===== config.mk =====
export PLATFORM = sky130hd
export DESIGN_NAME = scalar_flag_cond_unit
export DESIGN_NICKNAME = d
export VERILOG_FILES = /design/src/rtl/scalar_flag_cond_unit.sv
export SDC_FILE = /design/constraint.sdc
export NUM_CORES = 1
export LEC_CHECK = 0
export BUFFER_PORTS_ARGS = -buffer_cell sky130_fd_sc_hd__buf_2
export CORE_UTILIZATION = 44
export CTS_CLUSTER_SIZE = 10
export DETAILED_ROUTE_END_ITERATION = 6
export HOLD_SLACK_MARGIN = 0.12
export PLACE_DENSITY = 0.78
export SLEW_MARGIN = 10
export SYNTH_ARGS = -nofsm -noshare
export SYNTH_HDL_FRONTEND = slang
export SYNTH_SLANG_ARGS = --single-unit

===== constraint.sdc =====
create_clock -name clk -period 1.75 [get_ports clk]
set_input_delay 0.35 -clock clk [delete_from_list [all_inputs] [get_ports clk]]
set_output_delay 0.35 -clock clk [all_outputs]
set_load 0.01 [all_outputs]

===== src/rtl/scalar_flag_cond_unit.sv =====
// Scalar ALU flag register and branch-condition evaluator.
// Holds N/Z/C/V, resolves 4-bit condition codes for the branch stage over a
// valid/ready handshake, and tracks arithmetic overflow (sticky bit plus a
// saturating event counter).
module scalar_flag_cond_unit #(
  parameter int CNT_W  = 8,
  parameter bit FWD_EN = 1'b1
) (
  input  logic             clk,
  input  logic             rst,
  input  logic             alu_valid,
  input  logic [2:0]       alu_sel,
  input  logic             alu_n,
  input  logic             alu_z,
  input  logic             alu_c,
  input  logic             alu_v,
  input  logic             flag_we,
  input  logic             br_valid,
  input  logic [3:0]       br_cond,
  output logic             br_ready,
  output logic             res_valid,
  output logic             res_taken,
  input  logic             res_ready,
  input  logic             sticky_clr,
  output logic [3:0]       flags,
  output logic             sticky_v,
  output logic [CNT_W-1:0] ovf_count
);

  // WAIT is the one-cycle stall used when bypass is disabled and the
  // request collides with a flag write.
  typedef enum logic [1:0] {IDLE, WAIT, EVAL, HOLD} state_t;

  state_t           state_q, state_d;
  logic [3:0]       flags_q, flags_d, flags_eff;
  logic             sticky_q, sticky_d;
  logic [CNT_W-1:0] cnt_q, cnt_d;
  logic [3:0]       cond_q, cond_d;
  logic             tk_q, tk_d;
  logic             res_valid_q, res_valid_d;
  logic             res_taken_q, res_taken_d;
  logic             flag_upd, arith_op;

  // Condition code evaluation against a {N,Z,C,V} vector.
  function automatic logic cond_eval(input logic [3:0] cc, input logic [3:0] f);
    logic n, z, c, v;
    n = f[3];
    z = f[2];
    c = f[1];
    v = f[0];
    case (cc)
      4'd0:    cond_eval = z;
      4'd1:    cond_eval = !z;
      4'd2:    cond_eval = c;
      4'd3:    cond_eval = !c;
      4'd4:    cond_eval = n;
      4'd5:    cond_eval = !n;
      4'd6:    cond_eval = v;
      4'd7:    cond_eval = !v;
      4'd8:    cond_eval = c & !z;
      4'd9:    cond_eval = !c | z;
      4'd10:   cond_eval = (n == v);
      4'd11:   cond_eval = (n != v);
      4'd12:   cond_eval = !z & (n == v);
      4'd13:   cond_eval = z | (n != v);
      4'd14:   cond_eval = 1'b1;
      default: cond_eval = 1'b0;
    endcase
  endfunction

  assign flag_upd = alu_valid & flag_we;
  assign arith_op = (alu_sel[2:1] == 2'b01);

  // Flags as they will be after this edge; also the bypass source for branches.
  always_comb begin
    flags_eff = flags_q;
    if (flag_upd) begin
      flags_eff[3] = alu_n;
      flags_eff[2] = alu_z;
      if (arith_op) begin
        flags_eff[1] = alu_c;
        flags_eff[0] = alu_v;
      end
    end
    flags_d = flags_eff;
  end

  // Sticky overflow and saturating event counter; clear beats increment.
  always_comb begin
    sticky_d = sticky_q;
    cnt_d    = cnt_q;
    if (sticky_clr) begin
      sticky_d = 1'b0;
      cnt_d    = '0;
    end else if (flag_upd && arith_op && alu_v) begin
      sticky_d = 1'b1;
      if (cnt_q != {CNT_W{1'b1}}) cnt_d = cnt_q + CNT_W'(1);
    end
  end

  // Branch request FSM: the outcome is snapshotted from the flags seen at
  // acceptance (or right after the stall), so later flag writes cannot alter it.
  always_comb begin
    state_d     = state_q;
    cond_d      = cond_q;
    tk_d        = tk_q;
    res_valid_d = res_valid_q;
    res_taken_d = res_taken_q;
    case (state_q)
      IDLE: begin
        if (br_valid) begin
          if (FWD_EN || !flag_upd) begin
            tk_d    = cond_eval(br_cond, flags_eff);
            state_d = EVAL;
          end else begin
            cond_d  = br_cond;
            state_d = WAIT;
          end
        end
      end
      WAIT: begin
        tk_d    = cond_eval(cond_q, flags_q);
        state_d = EVAL;
      end
      EVAL: begin
        res_taken_d = tk_q;
        res_valid_d = 1'b1;
        state_d     = HOLD;
      end
      HOLD: begin
        if (res_ready) begin
          res_valid_d = 1'b0;
          state_d     = IDLE;
        end
      end
      default: state_d = IDLE;
    endcase
  end

  // State, flag and accounting registers.
  always_ff @(posedge clk or negedge rst) begin
    if (!rst) begin
      state_q     <= IDLE;
      flags_q     <= 4'b0000;
      sticky_q    <= 1'b0;
      cnt_q       <= '0;
      cond_q      <= 4'd0;
      tk_q        <= 1'b0;
      res_valid_q <= 1'b0;
      res_taken_q <= 1'b0;
    end else begin
      state_q     <= state_d;
      flags_q     <= flags_d;
      sticky_q    <= sticky_d;
      cnt_q       <= cnt_d;
      cond_q      <= cond_d;
      tk_q        <= tk_d;
      res_valid_q <= res_valid_d;
      res_taken_q <= res_taken_d;
    end
  end

  assign br_ready  = (state_q == IDLE);
  assign res_valid = res_valid_q;
  assign res_taken = res_taken_q;
  assign flags     = flags_q;
  assign sticky_v  = sticky_q;
  assign ovf_count = cnt_q;

endmodule


==> results of run 1 <==
## final cells by class
| class | instances | area, um^2 | share of cell area [%] |
|---|---|---|---|
| repair buffers | 46 | 274 | 20.0 |
| inverters | 3 | 11.3 | 0.823 |
| well taps | 28 | 35.0 | 2.56 |
| clock buffers | 4 | 36.3 | 2.65 |
| flip-flops and latches | 18 | 450 | 32.9 |
| multi-input cells | 80 | 562 | 41.0 |
## state kept, by name, summed over array words and instances (netlist names)
register / count
tk_q: 1
res_taken: 1
state_q: 2
res_valid: 1
flags: 4
ovf_count: 8
sticky_v: 1
## kinds of logic after synthesis
logic type,after synthesis,share of synthesized area (%)
AO/OA/AOI/OAI,21,14.4
flip-flops,18,44.3
XOR/XNOR,6,5.17
AND/OR/NAND/NOR,45,22.4
multiplexers,7,8.49
adder cells (fa/ha/maj),1,1.23
buffers and inverters,9,4.06
## through the flow
stage                     instances  area (um^2)
after floorplan                 107         1020
after global placement          173         1270
after detailed placement        173         1270
after CTS                       179         1350
after global routing            179         1370
final                           179         1370
## layer usage
layer	global-route usage, %	vias to the layer above	share of wire, %
li1	-	472	-
met1	24.8	458	44
met2	34.0	24	51
met3	2.16	6	2.9
met4	9.52	0	2.5
met5	0	-	0
## worst max path at each step
stage                       to  slack [ps]        from  cells past startpoint
final                     tk_q         -70  alu_sel[2]                      8
after global routing      tk_q        -140  alu_sel[2]                      8
after CTS                 tk_q           3    flags[2]                      5
after detailed placement  tk_q        -370  alu_sel[2]                      8
after global placement    tk_q        -310  alu_sel[2]                      8
after floorplan           tk_q        -220  alu_sel[2]                      8
## worst max-delay path, delay by kind of cell
family          cells  cell delay [ps]
compound gates      3              550
buf+inv             2              150
mux                 1              250
simple gates        2              750
## synthesized netlist by cell type
| master | instances |
|---|---|
| sky130_fd_sc_hd__a21boi_0 | 1 |
| sky130_fd_sc_hd__a21o_1 | 1 |
| sky130_fd_sc_hd__a21oi_1 | 5 |
| sky130_fd_sc_hd__a22oi_1 | 1 |
| sky130_fd_sc_hd__a31oi_1 | 5 |
| sky130_fd_sc_hd__a41o_1 | 1 |
| sky130_fd_sc_hd__and3_2 | 1 |
| sky130_fd_sc_hd__and4b_1 | 1 |
| sky130_fd_sc_hd__buf_1 | 1 |
| sky130_fd_sc_hd__buf_6 | 1 |
| sky130_fd_sc_hd__clkbuf_1 | 4 |
| sky130_fd_sc_hd__dfrtp_1 | 18 |
| sky130_fd_sc_hd__ha_1 | 1 |
| sky130_fd_sc_hd__inv_1 | 2 |
| sky130_fd_sc_hd__inv_2 | 1 |
| sky130_fd_sc_hd__mux2_2 | 3 |
| sky130_fd_sc_hd__mux2i_1 | 3 |
| sky130_fd_sc_hd__mux2i_4 | 1 |
| sky130_fd_sc_hd__nand2_1 | 10 |
| sky130_fd_sc_hd__nand2b_1 | 2 |
| sky130_fd_sc_hd__nand3_1 | 4 |
| sky130_fd_sc_hd__nand3b_1 | 1 |
| sky130_fd_sc_hd__nand4_1 | 3 |
| sky130_fd_sc_hd__nand4b_1 | 2 |
| sky130_fd_sc_hd__nor2_1 | 12 |
| sky130_fd_sc_hd__nor2b_1 | 2 |
| sky130_fd_sc_hd__nor3_1 | 5 |
| sky130_fd_sc_hd__o211a_1 | 1 |
| sky130_fd_sc_hd__o211ai_1 | 1 |
| sky130_fd_sc_hd__o21a_1 | 1 |
| sky130_fd_sc_hd__o21ai_0 | 1 |
| sky130_fd_sc_hd__o31ai_1 | 1 |
| sky130_fd_sc_hd__o32ai_1 | 1 |
| sky130_fd_sc_hd__o41a_1 | 1 |
| sky130_fd_sc_hd__or2_2 | 1 |
| sky130_fd_sc_hd__or4_1 | 1 |
| sky130_fd_sc_hd__xnor2_1 | 1 |
| sky130_fd_sc_hd__xor2_1 | 5 |
## power breakdown
| part | switching, mW | leakage [nW] | internal (mW) | total [mW] |
|---|---|---|---|---|
| clock network | 0.121 | 0.0210 | 0.126 | 0.247 |
| registers | 0.0635 | 0.234 | 0.487 | 0.551 |
| logic | 0.202 | 0.433 | 0.202 | 0.404 |
## repair_timing
action / CTS / global route
buffers inserted: 1 / 0
resized for setup: 5 / 4
pin swaps: 1 / 0
endpoints found under the setup margin: 1 / 2
hold buffers: 1 / 0
endpoints found under the hold margin: 18 / 0
==> metrics.txt, run 1 <==
Hold Path End state_q[1]; Remaining DRCs 0; cell chosen for the clock root sky130_fd_sc_hd__clkbuf_4; row cnt 17; Core Region 2190 um^2; Min Hold Slack 291 ps; flops & latches, synth 18; total iterations of the first detailed-routing run 3; Setup-failing EPs final 1; post-detailed-route via-to-cell ratio 5.36; gr ovfl total 0; violated checks setup timing; nets@finish 171; nature of the critical path startpoint input pin; hold path start res_ready; count of distinct cell types in the synthesized netlist 38; wire length per cell 13.1 um; cell depth of the worst min-delay path 2; total clock buffers created by CTS 3; layout-stage area growth over the synthesis result 34.6%; DRT iter0 DRCs 19; cell count of the worst reg-to-reg path 5; I/O Pins 34; filler cell count 196; TritonCTS clock tree built; clock sinks 18; Die Span X 50.1 um; Avg Cell Area, Syn 9.51 um^2; hold violation count in the final report 0; Max Fclk 548 MHz; CTS H-Tree Depth 1; crit path capture type flip-flop; PnR worst setup slack -73.8 ps; Synth area leaders sky130_fd_sc_hd__dfrtp_1 (44%), sky130_fd_sc_hd__nor2_1 (4.4%), sky130_fd_sc_hd__xor2_1 (4.3%), sky130_fd_sc_hd__nand2_1 (3.7%), sky130_fd_sc_hd__mux2_2 (3.3%); highest ir drop seen on vdd 610 uV; Min-Delay Path Class in2reg; CTS max path bufs 2; Max-slew headroom 72.4%; result of the run complete, but fails checks; DP Wirelength 1710 um; Req. time, crit path 1980 ps; Critical R2R Launch flags[2]; port buffer count 32; critical-path cell list buf_6 -> and4b_2 -> mux2i_4 -> inv_2 -> a41o_1 -> or4_1 -> a21oi_2 -> o41a_1; Synth top area share 44.3%; number of warnings reported in the yosys synthesis log 0; leading cell types in the layout, fill and taps excluded sky130_fd_sc_hd__buf_2 (31), sky130_fd_sc_hd__dfrtp_1 (18), sky130_fd_sc_hd__buf_4 (13); slowest CP cell sky130_fd_sc_hd__or4_1; Yosys top cell by area sky130_fd_sc_hd__dfrtp_1; maximum number of pins on one net before global-route repair 19; via count of the first global-routing pass 920; slew at the pin with the worst max-slew slack 414 ps; clock transition at the register clock pins on the worst setup and hold paths after CTS 100 ps; static power due to leakage 0.688 nW; arrival time at the worst endpoint 2050 ps; most common cell after layout, fill and taps aside sky130_fd_sc_hd__buf_2; via total after detailed routing 960; wire length after detailed routing 2350 um; Max Cap Violations 0; crit path max fanout 4; Power, Total 1.20 mW; netlist area before placement 1020 um^2; max incr delay on CP 440 ps; internal reg-to-reg setup slack 10 ps; RSZ-0062 raised after global routing yes; Setup TNS Final -73.8 ps; Post-Syn Nets 126; final clock skew 2.19 ps; kind of critical path in2reg; Final Core Density 62.5%; final period demand of the worst path 1820 ps; share of final-layout standard cells stronger than drive strength 1 41.1%; worst setup slack after placement -369 ps; PwrDens 878 nW/um^2; overall die area 2510 um^2; gate count after technology mapping 107; Max Slew Vio Count 0; ratio of final minimum period to clock period 104%; latest clock arrival within the worst-skew pair 280 ps; height of the chip 50.1 um; Seq/Total Area, Yosys 44.3%; n_diodes 0; final antenna-violating net count 0; first-pass GRT wire length 3820 um; overall track demand over capacity in global routing 20.0%; antenna violations before repair 0; end of the worst register-to-register path tk_q; Initial Utilization 46.4%; last weighted congestion value of the routability-driven placer 0.925
Power figures use the tool's default switching activity.
==> run 2, diff against run 1 <==
Settings changed: CORE_MARGIN set to 3, CORE_UTILIZATION 44 to 46, CTS_BUF_LIST set to sky130_fd_sc_hd__clkbuf_8, PLACE_DENSITY 0.78 to 0.81.
==> run 2 against run 1 <==
Net effect: the flow still finishes with violations (setup timing); clock skew up 3.0 ps; global-route usage down 2.3 points; clock power up 36%; final area down 2.5%; cell count down 2.8%; routed wire length down 2.3%; hold slack better by 17 ps; die area up 12%; non-clock buffer count down 4; largest cell class unchanged.
==> metrics.txt, run 2 (synthesis results as in run 1) <==
Die Span X 53.0 um (+5.9%); port buffer count 32 (unchanged); Min Hold Slack 308 ps (+16.9 ps); wire length after detailed routing 2300 um (-2.3%); first-pass GRT wire length 3710 um (-3.1%); arrival time at the worst endpoint 1980 ps (-70 ps); filler cell count 173 (-12%); layout-stage area growth over the synthesis result 31.2%; result of the run complete, but fails checks; wire length per cell 13.2 um (+0.55%); I/O Pins 34 (unchanged); Setup-failing EPs final 1 (unchanged); final clock skew 5.22 ps (+3.03 ps); last weighted congestion value of the routability-driven placer 0.855 (-7.5%); leading cell types in the layout, fill and taps excluded sky130_fd_sc_hd__buf_2 (32), sky130_fd_sc_hd__dfrtp_1 (18), sky130_fd_sc_hd__nor2_1 (12); TritonCTS clock tree built; Max-slew headroom 72.9% (+0.51 points); slew at the pin with the worst max-slew slack 406 ps (-7.64 ps); static power due to leakage 0.673 nW (-2.2%); DP Wirelength 1720 um (+0.41%); total clock buffers created by CTS 3 (unchanged); Core Region 2020 um^2 (-7.7%); cell type group with the largest total delay on the critical path simple AND/OR/NAND/NOR gates; post-detailed-route via-to-cell ratio 5.46 (+1.8%); maximum number of pins on one net before global-route repair 19 (unchanged); most common cell after layout, fill and taps aside sky130_fd_sc_hd__buf_2; PnR worst setup slack -38.5 ps (+35.3 ps); cell chosen for the clock root sky130_fd_sc_hd__clkbuf_8; Placed Cells incl. Taps 168 (-2.9%); Initial Utilization 50.3% (+3.9 points); footprint of the flip-flops and latches 450 um^2 (unchanged); Final Core Density 66.0% (+3.5 points); CTS H-Tree Depth 1 (unchanged); critical-path cell list buf_2 -> and4b_2 -> mux2i_4 -> inv_2 -> a41o_1 -> or4_1 -> a21oi_2 -> o41a_1; ratio of final minimum period to clock period 102% (-2.0 points); final antenna-violating net count 0 (unchanged); final period demand of the worst path 1790 ps (-35.3 ps); Max Slew Vio Count 0 (unchanged); hold violation count in the final report 0 (unchanged); Req. time, crit path 1940 ps (-40 ps); overall track demand over capacity in global routing 17.7% (-2.3 points); crit path max fanout 4 (unchanged); Max Fclk 559 MHz (+2.0%); share of final-layout standard cells stronger than drive strength 1 38.8% (-2.3 points); via total after detailed routing 950 (-1.0%); height of the chip 53.0 um (+5.9%); latest clock arrival within the worst-skew pair 250 ps (-30 ps); nets@finish 167 (-2.3%); n_diodes 0 (unchanged); antenna violations before repair 0 (unchanged); crit path capture type flip-flop; area of the multi-input gates 547 um^2 (-2.7%); DRT iter0 DRCs 15 (-4); gr ovfl total 0 (unchanged); clock sinks 18 (unchanged); RSZ-0062 raised after global routing yes; Min-Delay Path Class in2reg; PwrDens 947 nW/um^2 (+7.8%); Remaining DRCs 0 (unchanged); slowest CP cell sky130_fd_sc_hd__or4_1; post-layout instance count excluding filler cells 174 (-2.8%); flip-flop count of the largest register after layout 8 (unchanged); max incr delay on CP 420 ps (-20 ps); CTS max path bufs 2 (unchanged); nature of the critical path startpoint input pin; row cnt 16 (-1); violated checks setup timing; sum of buffers and inverters on the critical path 2 (unchanged); overall die area 2810 um^2 (+12%); Max Cap Violations 0 (unchanged); kind of critical path in2reg; clock transition at the register clock pins on the worst setup and hold paths after CTS 70 ps (-30 ps); total iterations of the first detailed-routing run 4 (+1); via count of the first global-routing pass 871 (-5.3%); highest ir drop seen on vdd 486 uV (-20%); worst setup slack after placement -356 ps (+12.6 ps)
## run 2: where the power goes
| part | internal (mW) | leakage [nW] | switching (mW) |
|---|---|---|---|
| Combinational | 0.189 | 0.410 | 0.182 |
| Sequential | 0.488 | 0.234 | 0.0688 |
| Clock | 0.199 | 0.0288 | 0.136 |
| Total | 0.877 | 0.673 | 0.387 |
## run 2: layer usage
metal,global-route usage [%],share of wire (%),vias up
met5,0,0,-
met4,5.11,0.87,0
met3,3.38,5.7,4
met2,31.8,50,36
met1,21.0,43,445
li1,-,-,465
## run 2: what timing repair did
| action | in CTS | in global routing |
|---|---|---|
| hold buffers | 1 | 0 |
| gates resized for setup | 2 | 4 |
| pin swaps | 1 | 0 |
| endpoints found under the hold margin | 18 | 0 |
| setup buffers | 1 | 0 |
| setup endpoints to repair | 1 | 2 |
## run 2: worst paths after layout
check                      startpoint           end  slack, ps  cells after the start
max                        alu_sel[2]          tk_q        -40                      8
min                         res_ready    state_q[0]        310                      2
max reg2reg                  flags[2]          tk_q         30                      5
min reg2reg                 res_valid     res_valid        490                      1
max in group asynchronous         rst  ovf_count[7]        900                      2
min in group asynchronous         rst    state_q[1]        560                      2
## run 2: final cells by class
class	count	area share, %
multi-input combinational	80	41.0
timing repair buffer	42	17.8
inverter	3	0.843
clock buffer	4	4.12
tap	27	2.53
sequential	18	33.7
## run 2: per-stage QoR
step | area (um^2) | setup TNS, ps | power (mW)
floorplan | 1020 | -225 | 0.771
global placement | 1240 | -329 | 0.900
detailed placement | 1240 | -451 | 0.914
CTS | 1320 | -28.9 | 1.26
global route | 1340 | -124 | 1.34
finish | 1340 | -38.5 | 1.26
## run 2: worst reg2reg max path: cells and delay by family, from the launching register on
family,cells,cell delay [ps]
multiplexers,1,290
AO/OA/AOI/OAI,2,590
flip-flops,1,380
AND/OR/NAND/NOR,2,350
==> run 3, diff against run 2 <==
Settings changed: CORE_UTILIZATION 46 to 55, PLACE_DENSITY 0.81 to 0.9, SETUP_SLACK_MARGIN set to 0.05.
Clock period 1.75 ns to 2.2 ns, I/O delays scaled along.
==> run 3 against run 2 <==
Net effect: highest routed layer unchanged; utilization increased by 13 points; critical path type unchanged; the flow now finishes without violations; combinational power fell by 22%; die area down 15%.
==> metrics.txt, run 3 (synthesis results as in run 1) <==
result of the run complete, no violations; wire length after detailed routing 2290 um (-0.39%); nets@finish 164 (-1.8%); layout-stage area growth over the synthesis result 26.6%; last weighted congestion value of the routability-driven placer 0.798 (-6.7%); antenna violations before repair 0 (unchanged); most common cell after layout, fill and taps aside sky130_fd_sc_hd__buf_2; hold path start res_ready; Critical R2R Launch flags[2]; maximum number of pins on one net before global-route repair 19 (unchanged); latest clock arrival within the worst-skew pair 250 ps (about the same); post_cts resized 0 (-2); total iterations of the first detailed-routing run 4 (unchanged); first-pass GRT wire length 4020 um (+8.4%); crit path max fanout 4 (unchanged); Core Region 1630 um^2 (-19%); highest ir drop seen on vdd 704 uV (+45%); wire length per cell 13.6 um (+3.2%); post-layout instance count excluding filler cells 168 (-3.4%); Die Span X 49.0 um (-7.6%); static power due to leakage 0.656 nW (-2.5%); Placed Cells incl. Taps 163 (-3.0%); final clock skew 0.896 ps (-4.32 ps); Final Core Density 79.0% (+13 points); Initial Utilization 62.4% (+12 points); ratio of final minimum period to clock period 91.4%; crit path capture type flip-flop; cell count of the worst reg-to-reg path 5 (unchanged); hold violation count in the final report 0 (unchanged); Setup-failing EPs final 0 (-1); final antenna-violating net count 0 (unchanged); final std cell area, no fill 1290 um^2 (-3.6%); post-detailed-route via-to-cell ratio 5.73 (+5.0%); instance area at placement 1220 um^2 (-1.5%); leading cell types in the layout, fill and taps excluded sky130_fd_sc_hd__buf_2 (32), sky130_fd_sc_hd__dfrtp_1 (18), sky130_fd_sc_hd__nor2_1 (12); end of the worst register-to-register path tk_q; cell chosen for the clock root sky130_fd_sc_hd__clkbuf_8; port buffer count 32 (unchanged); Remaining DRCs 0 (unchanged); Max Fclk 497 MHz; RSZ-0062 raised after global routing no; n_diodes 0 (unchanged); Req. time, crit path 2340 ps (+400 ps); DP Wirelength 1700 um (-0.99%); I/O Pins 34 (unchanged); Max Cap Violations 0 (unchanged); Max Slew Vio Count 0 (unchanged); overall die area 2400 um^2 (-15%); row cnt 14 (-2); overall track demand over capacity in global routing 21.3% (+3.7 points); DRT iter0 DRCs 25 (+10); Power, Total 1.00 mW (-21%); height of the chip 49.0 um (-7.6%); kind of critical path in2reg; PnR worst setup slack 190 ps (+228 ps); total clock buffers created by CTS 3 (unchanged); clock sinks 18 (unchanged); gr ovfl total 0 (unchanged); flip-flop count of the largest register after layout 8 (unchanged); final period demand of the worst path 2010 ps; via count of the first global-routing pass 887 (+1.8%); TritonCTS clock tree built; worst setup slack after placement -88.3 ps (+268 ps); Max-slew headroom 71.4% (-1.5 points); clock transition at the register clock pins on the worst setup and hold paths after CTS 70 ps (about the same); CTS max path bufs 2 (unchanged); arrival time at the worst endpoint 2150 ps (+170 ps); nature of the critical path startpoint input pin; first element of the critical path alu_sel[2]; Min-Delay Path Class in2reg; number of setup buffers added after CTS 0 (-1); CTS H-Tree Depth 1 (unchanged); PwrDens 780 nW/um^2 (-18%); via total after detailed routing 963 (+1.4%); share of final-layout standard cells stronger than drive strength 1 34.0% (-4.7 points); slew at the pin with the worst max-slew slack 427 ps (+20.6 ps); internal reg-to-reg setup slack 460 ps (+430 ps); Critical path destination tk_q
## run 3: per-layer routing
layer / part of all wire (%) / vias up / GRT usage, %
met3: 4.2 / 4 / 1.83
met1: 43 / 462 / 25.2
met4: 1.5 / 0 / 10.4
met5: 0 / - / 0
li1: - / 459 / -
met2: 51 / 38 / 38.5
## run 3: cell type report
type	instances	area [um^2]
repair buffers	39	215
well taps	24	30.0
fillers	107	342
inverters	3	11.3
multi-input cells	80	526
clock buffers	4	55.1
flip-flops and latches	18	450
## run 3: through the flow
stage | hold WS (ps) | setup TNS [ps]
2_1_floorplan | 144 | 0
3_3_place_gp | 382 | -40.3
3_5_place_dp | 386 | -88.3
4_1_cts | 417 | 0
5_1_grt | 437 | 0
6_report | 421 | 0
## run 3: repair_timing
item	4_1_cts	5_1_grt
hold buffers	1	0
setup endpoints to repair	0	0
endpoints found under the hold margin	18	0
## run 3: worst min-delay path by stage
stage	to	slack (ps)	depth (start not counted)
6_report	state_q[1]	420	2
5_1_grt	state_q[1]	440	2
4_1_cts	state_q[1]	420	2
3_5_place_dp	ovf_count[0]	390	1
3_3_place_gp	ovf_count[0]	380	1
2_1_floorplan	flags[0]	140	0
## run 3: where the power goes
group / internal [mW] / leakage, nW / switching (mW)
clock: 0.159 / 0.0288 / 0.113
combinational: 0.142 / 0.393 / 0.147
sequential: 0.388 / 0.234 / 0.0547
total: 0.689 / 0.656 / 0.315
## run 3: worst max-delay path: stages
cell and delay [ps]:
sky130_fd_sc_hd__buf_2 90, sky130_fd_sc_hd__and4b_1 320, sky130_fd_sc_hd__mux2i_4 270, sky130_fd_sc_hd__inv_2 80
sky130_fd_sc_hd__a41o_1 250, sky130_fd_sc_hd__o31ai_1 190, sky130_fd_sc_hd__a21oi_1 90, sky130_fd_sc_hd__o41a_1 420
